<file path="config.mk">
export PLATFORM = sky130hd
export DESIGN_NAME = uart_tx_16x_flat
export DESIGN_NICKNAME = d
export VERILOG_FILES = /design/src/rtl/uart_tx_16x_if.sv /design/src/rtl/uart_tx_16x.sv /design/src/flat_wrapper.sv
export SDC_FILE = /design/constraint.sdc
export NUM_CORES = 1
export LEC_CHECK = 0
export ABC_AREA = 1
export BUFFER_PORTS_ARGS = -buffer_cell sky130_fd_sc_hd__buf_2
export CAP_MARGIN = 20
export CORE_MARGIN = 4
export CORE_UTILIZATION = 34
export CTS_BUF_LIST = sky130_fd_sc_hd__clkbuf_8
export DETAILED_ROUTE_END_ITERATION = 10
export SLEW_MARGIN = 20
export SYNTH_ARGS = -nofsm -noshare
export SYNTH_HDL_FRONTEND = slang
export SYNTH_SLANG_ARGS = --single-unit
export TNS_END_PERCENT = 50
</file>
<file path="constraint.sdc">
create_clock -name clk -period 4 [get_ports clk]
set_input_delay 0.8 -clock clk [delete_from_list [all_inputs] [get_ports clk]]
set_output_delay 0.8 -clock clk [all_outputs]
set_load 0.02 [all_outputs]
</file>
<file path="src/rtl/uart_tx_16x_if.sv">
// Byte-write and serial-line bundle for the 16x-oversampled UART transmitter.
// master drives the baud strobe and writes; slave is the transmitter side.
interface uart_tx_16x_if;
  logic       clk_16x;
  logic       wr_en;
  logic [7:0] din;
  logic       wr_rdy;
  logic       tx;
  logic       busy;
  logic       done;

  modport master (
    output clk_16x, wr_en, din,
    input  wr_rdy, tx, busy, done
  );

  modport slave (
    input  clk_16x, wr_en, din,
    output wr_rdy, tx, busy, done
  );
endinterface

</file>
<file path="src/rtl/uart_tx_16x.sv">
// UART transmitter: start, 8 data LSB-first, optional parity, 1/2 stop; 16 baud ticks per bit.
// One-entry holding register lets the next byte queue during a frame; wr_rdy low while it is full.
module uart_tx_16x #(
  parameter bit PARITY_EN  = 1'b0,
  parameter bit PARITY_ODD = 1'b0,
  parameter int STOP_BITS  = 1
) (
  input  logic          clk,
  input  logic          rst,
  uart_tx_16x_if.slave  bus
);

  typedef enum logic [2:0] {S_IDLE, S_START, S_DATA, S_PARITY, S_STOP} state_t;

  localparam logic LAST_STOP = (STOP_BITS == 2) ? 1'b1 : 1'b0;

  state_t     r_state, w_state_nxt;
  logic       r_clk16_d;
  logic [7:0] r_hold;
  logic       r_hold_valid, w_hold_valid_nxt;
  logic [7:0] r_shifter, w_shifter_nxt;
  logic [3:0] r_sample, w_sample_nxt;
  logic [2:0] r_bitpos, w_bitpos_nxt;
  logic       r_stop_cnt, w_stop_cnt_nxt;
  logic       r_tx, w_tx_nxt;
  logic       r_done, w_done_nxt;
  logic       r_busy, w_busy_nxt;
  logic       w_tick, w_wr_acc, w_load, w_parity, w_bit_end;
  logic [2:0] w_bitpos_inc;

  assign w_tick       = bus.clk_16x & ~r_clk16_d;
  assign w_wr_acc     = bus.wr_en & ~r_hold_valid;
  assign w_parity     = (^r_shifter) ^ PARITY_ODD;
  assign w_bit_end    = (r_sample == 4'd15);
  assign w_bitpos_inc = r_bitpos + 3'd1;

  always_comb begin
    w_state_nxt    = r_state;
    w_shifter_nxt  = r_shifter;
    w_sample_nxt   = r_sample;
    w_bitpos_nxt   = r_bitpos;
    w_stop_cnt_nxt = r_stop_cnt;
    w_tx_nxt       = r_tx;
    w_done_nxt     = 1'b0;
    w_load         = 1'b0;
    if (w_tick) begin
      // sample wraps 15 -> 0 on its own, which is exactly the bit boundary
      if (r_state != S_IDLE) w_sample_nxt = r_sample + 4'd1;
      case (r_state)
        S_IDLE: begin
          if (r_hold_valid) w_load = 1'b1;
        end
        S_START: begin
          if (w_bit_end) begin
            w_tx_nxt     = r_shifter[0];
            w_bitpos_nxt = 3'd0;
            w_state_nxt  = S_DATA;
          end
        end
        S_DATA: begin
          if (w_bit_end) begin
            if (r_bitpos != 3'd7) begin
              w_bitpos_nxt = w_bitpos_inc;
              w_tx_nxt     = r_shifter[w_bitpos_inc];
            end else if (PARITY_EN) begin
              w_tx_nxt    = w_parity;
              w_state_nxt = S_PARITY;
            end else begin
              w_tx_nxt       = 1'b1;
              w_stop_cnt_nxt = 1'b0;
              w_state_nxt    = S_STOP;
            end
          end
        end
        S_PARITY: begin
          if (w_bit_end) begin
            w_tx_nxt       = 1'b1;
            w_stop_cnt_nxt = 1'b0;
            w_state_nxt    = S_STOP;
          end
        end
        S_STOP: begin
          if (w_bit_end) begin
            if (r_stop_cnt == LAST_STOP) begin
              w_done_nxt = 1'b1;
              if (r_hold_valid) w_load = 1'b1;
              else              w_state_nxt = S_IDLE;
            end else begin
              w_stop_cnt_nxt = 1'b1;
            end
          end
        end
        default: w_state_nxt = S_IDLE;
      endcase
      // a queued byte chains straight into the next start bit
      if (w_load) begin
        w_shifter_nxt = r_hold;
        w_tx_nxt      = 1'b0;
        w_sample_nxt  = 4'd0;
        w_state_nxt   = S_START;
      end
    end
    w_hold_valid_nxt = w_load ? 1'b0 : (w_wr_acc ? 1'b1 : r_hold_valid);
    w_busy_nxt       = (w_state_nxt != S_IDLE) | w_hold_valid_nxt;
  end

  always_ff @(posedge clk or posedge rst) begin
    if (rst) begin
      r_state      <= S_IDLE;
      r_clk16_d    <= 1'b0;
      r_hold_valid <= 1'b0;
      r_shifter    <= 8'd0;
      r_sample     <= 4'd0;
      r_bitpos     <= 3'd0;
      r_stop_cnt   <= 1'b0;
      r_tx         <= 1'b1;
      r_done       <= 1'b0;
      r_busy       <= 1'b0;
    end else begin
      r_state      <= w_state_nxt;
      r_clk16_d    <= bus.clk_16x;
      r_hold_valid <= w_hold_valid_nxt;
      r_shifter    <= w_shifter_nxt;
      r_sample     <= w_sample_nxt;
      r_bitpos     <= w_bitpos_nxt;
      r_stop_cnt   <= w_stop_cnt_nxt;
      r_tx         <= w_tx_nxt;
      r_done       <= w_done_nxt;
      r_busy       <= w_busy_nxt;
    end
  end

  always_ff @(posedge clk or posedge rst) begin
    if (rst)           r_hold <= 8'd0;
    else if (w_wr_acc) r_hold <= bus.din;
  end

  assign bus.wr_rdy = ~r_hold_valid;
  assign bus.tx     = r_tx;
  assign bus.busy   = r_busy;
  assign bus.done   = r_done;

endmodule
</file>
<file path="src/flat_wrapper.sv">
// flat-port wrapper written by rule: the top's interface ports become plain ports
module uart_tx_16x_flat 
#(
  parameter bit PARITY_EN  = 1'b0,
  parameter bit PARITY_ODD = 1'b0,
  parameter int STOP_BITS  = 1
)
  (clk, rst, bus_clk_16x, bus_wr_en, bus_din, bus_wr_rdy, bus_tx, bus_busy, bus_done);
  uart_tx_16x_if bus_i ();
  input  logic clk;
  input  logic rst;
  input wire logic [$bits(bus_i.clk_16x)-1:0] bus_clk_16x;
  input wire logic [$bits(bus_i.wr_en)-1:0] bus_wr_en;
  input wire logic [$bits(bus_i.din)-1:0] bus_din;
  output wire logic [$bits(bus_i.wr_rdy)-1:0] bus_wr_rdy;
  output wire logic [$bits(bus_i.tx)-1:0] bus_tx;
  output wire logic [$bits(bus_i.busy)-1:0] bus_busy;
  output wire logic [$bits(bus_i.done)-1:0] bus_done;
  assign bus_i.clk_16x = bus_clk_16x;
  assign bus_i.wr_en = bus_wr_en;
  assign bus_i.din = bus_din;
  assign bus_wr_rdy = bus_i.wr_rdy;
  assign bus_tx = bus_i.tx;
  assign bus_busy = bus_i.busy;
  assign bus_done = bus_i.done;
  uart_tx_16x #(.PARITY_EN(PARITY_EN), .PARITY_ODD(PARITY_ODD), .STOP_BITS(STOP_BITS)) u_core (.clk(clk), .rst(rst), .bus(bus_i));
endmodule
</file>
**Yosys cells after proc, flatten, opt, wreduce, memory -nomap -nowiden**

Cells that the tools add are included.

- Bitwise operators: 5
- $lt $le $gt $ge: 1
- Reduce and logical (&&, ||, !) cells: 12
- $add $sub $neg: 2
- Equality and inequality tests: 15
- Multiplexer cells: 42

Operator list:

| operator | number |
|---|---|
| $mux 3 | 12 |
| $mux 1 | 22 |
| $pmux 3 s5 | 1 |
| $ne 2x1->1 const B | 5 |
| $reduce_and 5->1 | 2 |
| $ne 3x1->1 const B | 3 |
| $reduce_bool 3->1 | 3 |
| $mux 4 | 2 |
| $eq 3x2->1 const B | 2 |
| $pmux 1 s3 | 2 |
| $pmux 3 s2 | 1 |
| $reduce_and 6->1 | 1 |
| $add 4x1->4 const B | 1 |
| $eq 4x4->1 const B | 1 |
| $lt 3x4->1 const B | 1 |
| $reduce_and 2->1 | 2 |
| $reduce_bool 2->1 | 2 |
| $reduce_bool 4->1 | 1 |
| $add 3x1->3 const B | 1 |
| $bmux 1 s3 | 1 |
| $eq 3x1->1 const B | 1 |
| $eq 3x3->1 const B | 1 |
| $logic_not 3->1 | 1 |
| $ne 3x3->1 const B | 1 |
| 5 further kinds | 7 |

- Input port bits: 12
- Logic and storage cells: 88
- Output and inout port bits: 4
- Bits in registers: 32

**Depth between registers and ports, before layout**

- Depth in word-level cells: 9
- Gate-level depth with buffers: 10
- Gate-level depth less buffers: 10

**Least setup slack after synthesis**

No wires, ideal clock.

- Path type: input -> register
- From: input port bus_clk_16x
- To: register u_core.r_busy, in the netlist u_core.bus.busy
- Setup slack: 2.484 ns
- Buffers on the path: 1
- Arrival time: 1.396 ns
- Library setup time: 0.119 ns
- Cell stages on the path: 7
- Data required time: 3.881 ns
- Path through: nand2_1 > inv_2 > nand3_2 > buf_6 > nand3_2 > nor2_1 > nand2_1

- Longest elaborated chain between the ends: 4
- Elaborated cells between the ends (all ways): 6
- Classes of those cells: mux: 3; bitwise: 2; reduce/logical: 1

Ends and longest elaborated chain:

| what | line | text |
|---|---|---|
| from (decl) | flat_wrapper.sv:12 | `input wire logic [$bits(bus_i.clk_16x)-1:0] bus_clk_16x;` |
| $and 1x1->1 (*) | uart_tx_16x.sv:31 | `assign w_tick = bus.clk_16x & ~r_clk16_d;` |
| $mux 3 or $mux 1 (tied branches) | uart_tx_16x.sv:46 | `if (w_tick) begin` |
| $reduce_bool 3->1 or $mux 1 (tied branches) | uart_tx_16x.sv:104, uart_tx_16x.sv:103 |  |
| $or 1x1->1 (*) | uart_tx_16x.sv:104 | `w_busy_nxt = (w_state_nxt != S_IDLE) \| w_hold_valid_nxt;` |
| net u_core.w_busy_nxt | uart_tx_16x.sv:27 | `logic r_busy, w_busy_nxt;` |
| to (signal assigned) | uart_tx_16x.sv:129 | `r_busy <= w_busy_nxt;` |
| to (decl) | uart_tx_16x.sv:27 |  |

The timed path passes the listed nets; every way through them passes the cells marked *.
A chain may end at the register's enable or synchronous reset.

**Worst setup path after layout**

- From: register u_core.r_hold_valid
- To: output port bus_wr_rdy

- Longest elaborated chain between the ends: 1

Ends and longest elaborated chain:

| what | line | text |
|---|---|---|
| from (decl) | uart_tx_16x.sv:20 | `logic r_hold_valid, w_hold_valid_nxt;` |
| from (signal assigned) | uart_tx_16x.sv:122 | `r_hold_valid <= w_hold_valid_nxt;` |
| $not 1->1 | uart_tx_16x.sv:138 | `assign bus.wr_rdy = ~r_hold_valid;` |
| to (decl) | flat_wrapper.sv:15 | `output wire logic [$bits(bus_i.wr_rdy)-1:0] bus_wr_rdy;` |

Every way passes these cells.

==> results <==
- The flow ran to the end, and the final reports show no timing, DRC or antenna violations.
- The analysis attributes to cell leakage a power of 0.900 nW.
- Traced cell by cell, the critical path runs through inv_1, buf_2.
- In this run, the number of DRC markers left after iteration 0 of detailed routing was 61.
- Combinational logic burns 29.5% of the power.
- The filler cell count in the final layout is 465.
- The worst path needs 1810 ps of the cycle, external delays included.
- The slack of the critical path is 2190 ps.
- The post-detailed-routing wire length is 2780 um.
- CTS built an H-tree with a depth of 2.
- The count of flip-flops with a built-in enable after synthesis is 0.
- The share of async-settable or async-resettable flops after synthesis is 100%.
- The clock tree from TritonCTS is done.
- The proportion of total power due to net switching is 33.8%.
- The number of antenna violations at the first check in global routing came to 0.
- The antenna diode count is 0.
- After synthesis, the cell types taking the most area are sky130_fd_sc_hd__dfrtp_1, sky130_fd_sc_hd__nand2_1, sky130_fd_sc_hd__mux2_2.
- The final-stage net count is 215.
- The pre-CTS setup slack is 2180 ps.
- Among all cell types in the netlist, the one instantiated most often is sky130_fd_sc_hd__nand2_1.
- The number of flip-flops and latches in the synthesized netlist is 31.
- The initial core utilization is 35.5%.
- The height of the die is 75.7 um.
- After clock tree synthesis, the clock-pin slew on the worst setup and hold paths is 60 ps.
- The cell family contributing the most delay on the critical path is flip-flops.
- After synthesis, the netlist uses 26 different library cells.
- The full die area is 5720 um2.
- In the final routed layout, each cell accounts on average for 11.0 um.
- The storage element area is 777 um2.
- Post-CTS timing repair inserted 0 buffers for setup.
- For this run, the total global-route usage over all layers was measured as 11.8%.
- The cell with the biggest individual delay on the critical path is sky130_fd_sc_hd__dfrtp_1.
- The via-per-instance ratio is 4.58.
- The final number of max-transition violations came to 0.
- Summed over all failing endpoints, the final setup total negative slack is 0 ps.
- Hold repair after CTS inserted 0 buffers.
- Entering global routing, the biggest net connects 20 pins.
- The net switching power is 0.000402 W.
- The smallest hold slack is 465 ps.
- The number of nets in the synthesized netlist is 194.
- The average cell area after synthesis is 8.70 um2.
- The dominant register cell in the synthesized netlist is sky130_fd_sc_hd__dfrtp_1.
- Setup repair after global routing left no endpoint under its margin.
- The cell count after synthesis came out at 179.
- Detailed placement finished with a half-perimeter wire length of 2130 um.
- In the final layout, the share of cells above drive strength 1 is 27.9%.
- The endpoint required time on the critical path is 3200 ps.
- Dividing total power by cell area gives a power density of 660 nW/um2.
- STA classifies the critical path endpoint as an output pin.
- The count of standard-cell rows is 24.
- The relative slew slack is 53.2%.
- The nature of the critical path startpoint is a flop.
- Counting along the longest clock path gives a buffer depth of 2.
- The count of port buffers added during placement is 15.
- The number of global-route vias before repair is 1152.
- The top-level port count is 16.
- Sequential cells account for 43.8% of the total power.
- The overall via count from detail_route is 1158.
- The number of endpoints with negative hold slack in the final report is 0.
- For this run, the slowest stage of the critical path takes 400 ps.
- The worst IR drop on VDD is 0.299 mV.
- For this run, the register share of the synthesized area comes to 49.9%.
- The path category of the worst min-delay check is flop to flop.
- The critical path start-end classification is flop to output pin.
- The clock share of power is 26.7%.
- The signed area change from the synthesized netlist to the final layout is 15.6%.
- Clock latency on the worst-skew pair, taken at its later pin, is 280 ps.
- The worst-path maximum fanout is 4.
- Counting instances in the post-synthesis netlist gives the leading cell types as sky130_fd_sc_hd__nand2_1, sky130_fd_sc_hd__dfrtp_1, sky130_fd_sc_hd__inv_1, sky130_fd_sc_hd__nand3_1, sky130_fd_sc_hd__nor2_1.
- Routability-driven placement finished with a final weighted congestion of 0.859.
- The floorplan step set the die width to 75.7 um.
- The mapped netlist covers 1560 um2.
- Summing all non-filler instances in the final layout gives an area of 1800 um2.
- The number of standard cells in the layout, taps in and fillers out is 253.
- The number of gates resized after cts is 0.
- Internal power comes to 0.000785 W.
- In this run the clock root is driven by a sky130_fd_sc_hd__clkbuf_8.
- The number of nets still failing antenna checks after routing is 0.
- The area inside the core boundary is 4380 um2.
- The number of warning messages in the yosys log is 0.
- In the final layout, the multi-input gates occupy 669 um2.
- The total of endpoints with negative setup slack in the final report is 0.
- The share of Yosys cell area claimed by the top area cell type is 48.2%.
- The first detailed-routing pass took 4 iterations.
- After detailed placement, the total cell area comes to 1680 um2.
- The first global-routing pass estimated 5030 um of wire.
- The arrival time of the worst setup path is 1010 ps.
- The worst-margin pin slew is 701 ps.
- Together, buffers and inverters on the worst path number 2.
- In the routed design, unresolved DRC markers number 0.
- The tool flagged a number of max-cap violations equal to 0.
- CTS saw 31 sinks.
- The share of the clock period used by the worst path is 45.3%.
- The number of buffers inserted during clock tree synthesis is 5.
- The fmax is 0.552 GHz.
- Global routing finished with a remaining overflow of 0.
- The leading area contributor after synthesis is sky130_fd_sc_hd__dfrtp_1.
- Clock skew on the completed layout was measured at 3.63 ps.
- Counting tap cells, the placed design contains a total of 245 instances.
-- cells by family (layout without fill, tap and decap cells) --
| kind of cell | Yosys count | in the layout | synth area share (%) |
|---|---|---|---|
| AND/OR/NAND/NOR | 94 | 94 | 27.5 |
| flip-flops | 31 | 31 | 49.9 |
| buffers and inverters | 24 | 46 | 7.07 |
| AO/OA/AOI/OAI | 17 | 17 | 6.11 |
| multiplexers | 9 | 9 | 6.43 |
| adder cells (fa/ha/maj) | 3 | 3 | 2.41 |
| XOR/XNOR | 1 | 1 | 0.563 |
-- tightest hold or removal path, cell delays in order (launching register included) --
cell	delay (ps)
sky130_fd_sc_hd__dfstp_2	370
sky130_fd_sc_hd__nand2_1	50
sky130_fd_sc_hd__nand2_1	40
-- worst paths after layout --
| check | start | end | depth (start not counted) | slack (ps) |
|---|---|---|---|---|
| worst max register to register | u_core.r_bitpos[0]$_DFFE_PP0P_ | u_core.r_bitpos[1]$_DFFE_PP0P_ | 6 | 2450 |
| worst min register to register | u_core.bus.tx$_DFFE_PP1P_ | u_core.bus.tx$_DFFE_PP1P_ | 2 | 470 |
| max in group asynchronous | rst | u_core.bus.tx$_DFFE_PP1P_ | 3 | 2660 |
| worst min-delay path | u_core.bus.tx$_DFFE_PP1P_ | u_core.bus.tx$_DFFE_PP1P_ | 2 | 470 |
| min in group asynchronous | rst | u_core.bus.busy$_DFF_PP0_ | 2 | 620 |
| worst max-delay path | u_core.r_hold_valid$_DFF_PP0_ | bus_wr_rdy | 2 | 2190 |
-- power by group through the flow --
stage | Clock [W] | Sequential, W | Combinational, W
after floorplan | 0 | 0.000503 | 0.000297
after global placement | 0 | 0.000524 | 0.000348
after detailed placement | 0 | 0.000526 | 0.000353
after CTS | 0.000329 | 0.000520 | 0.000355
after global routing | 0.000343 | 0.000537 | 0.000407
final | 0.000317 | 0.000520 | 0.000350
-- placed cells by master (no fill, tap or decap), types with 2 or more instances in the layout --
cell | netlist | layout
sky130_fd_sc_hd__nand2_1 | 56 | 56
sky130_fd_sc_hd__dfrtp_1 | 30 | 30
sky130_fd_sc_hd__buf_2 | 0 | 15
sky130_fd_sc_hd__inv_1 | 14 | 14
sky130_fd_sc_hd__nand3_1 | 12 | 12
sky130_fd_sc_hd__nor2_1 | 11 | 11
sky130_fd_sc_hd__mux2_2 | 8 | 8
sky130_fd_sc_hd__inv_2 | 7 | 7
sky130_fd_sc_hd__nand2_2 | 6 | 6
sky130_fd_sc_hd__o21ai_0 | 6 | 6
sky130_fd_sc_hd__clkbuf_8 | 0 | 6
sky130_fd_sc_hd__o21ai_1 | 5 | 5
sky130_fd_sc_hd__nand3_2 | 3 | 3
sky130_fd_sc_hd__ha_1 | 3 | 3
sky130_fd_sc_hd__a21oi_1 | 2 | 2
sky130_fd_sc_hd__o22ai_1 | 2 | 2
sky130_fd_sc_hd__nor3_1 | 2 | 2
-- through the flow --
step | total power (W) | utilization, %
after floorplan | 0.000800 | -
after global placement | 0.000872 | 38.4
after detailed placement | 0.000879 | 38.4
after CTS | 0.00120 | 41.0
after global routing | 0.00129 | 41.0
final | 0.00119 | 41.0
-- sequential cells by signal, summed over array words and instances (netlist names) --
signal and flops:
u_core.bus.tx 1, u_core.r_clk16_d 1, u_core.r_shifter 8, u_core.r_hold_valid 1, u_core.bus.busy 1, u_core.r_bitpos 3
u_core.bus.done 1, u_core.r_sample 4, u_core.r_hold 8, u_core.r_state 3
-- area by class of cell --
class                      count  share of cell area, %
clock buffer                   6                   4.59
clock inverter                 2                   1.95
inverter                      22                   4.87
multi-input combinational    124                   37.2
sequential                    31                   43.2
tap                           52                   3.62
timing repair buffer          16                   4.59
-- metal layers --
layer / track usage [%] / wire length, um / vias to the layer above
li1: - / - / 611
met1: 15.6 / 1340 / 521
met2: 17.3 / 1240 / 20
met3: 3.69 / 149 / 6
met4: 6.21 / 47 / 0
met5: 0 / 0 / -
No activity file was read; power rests on OpenSTA's default activity.
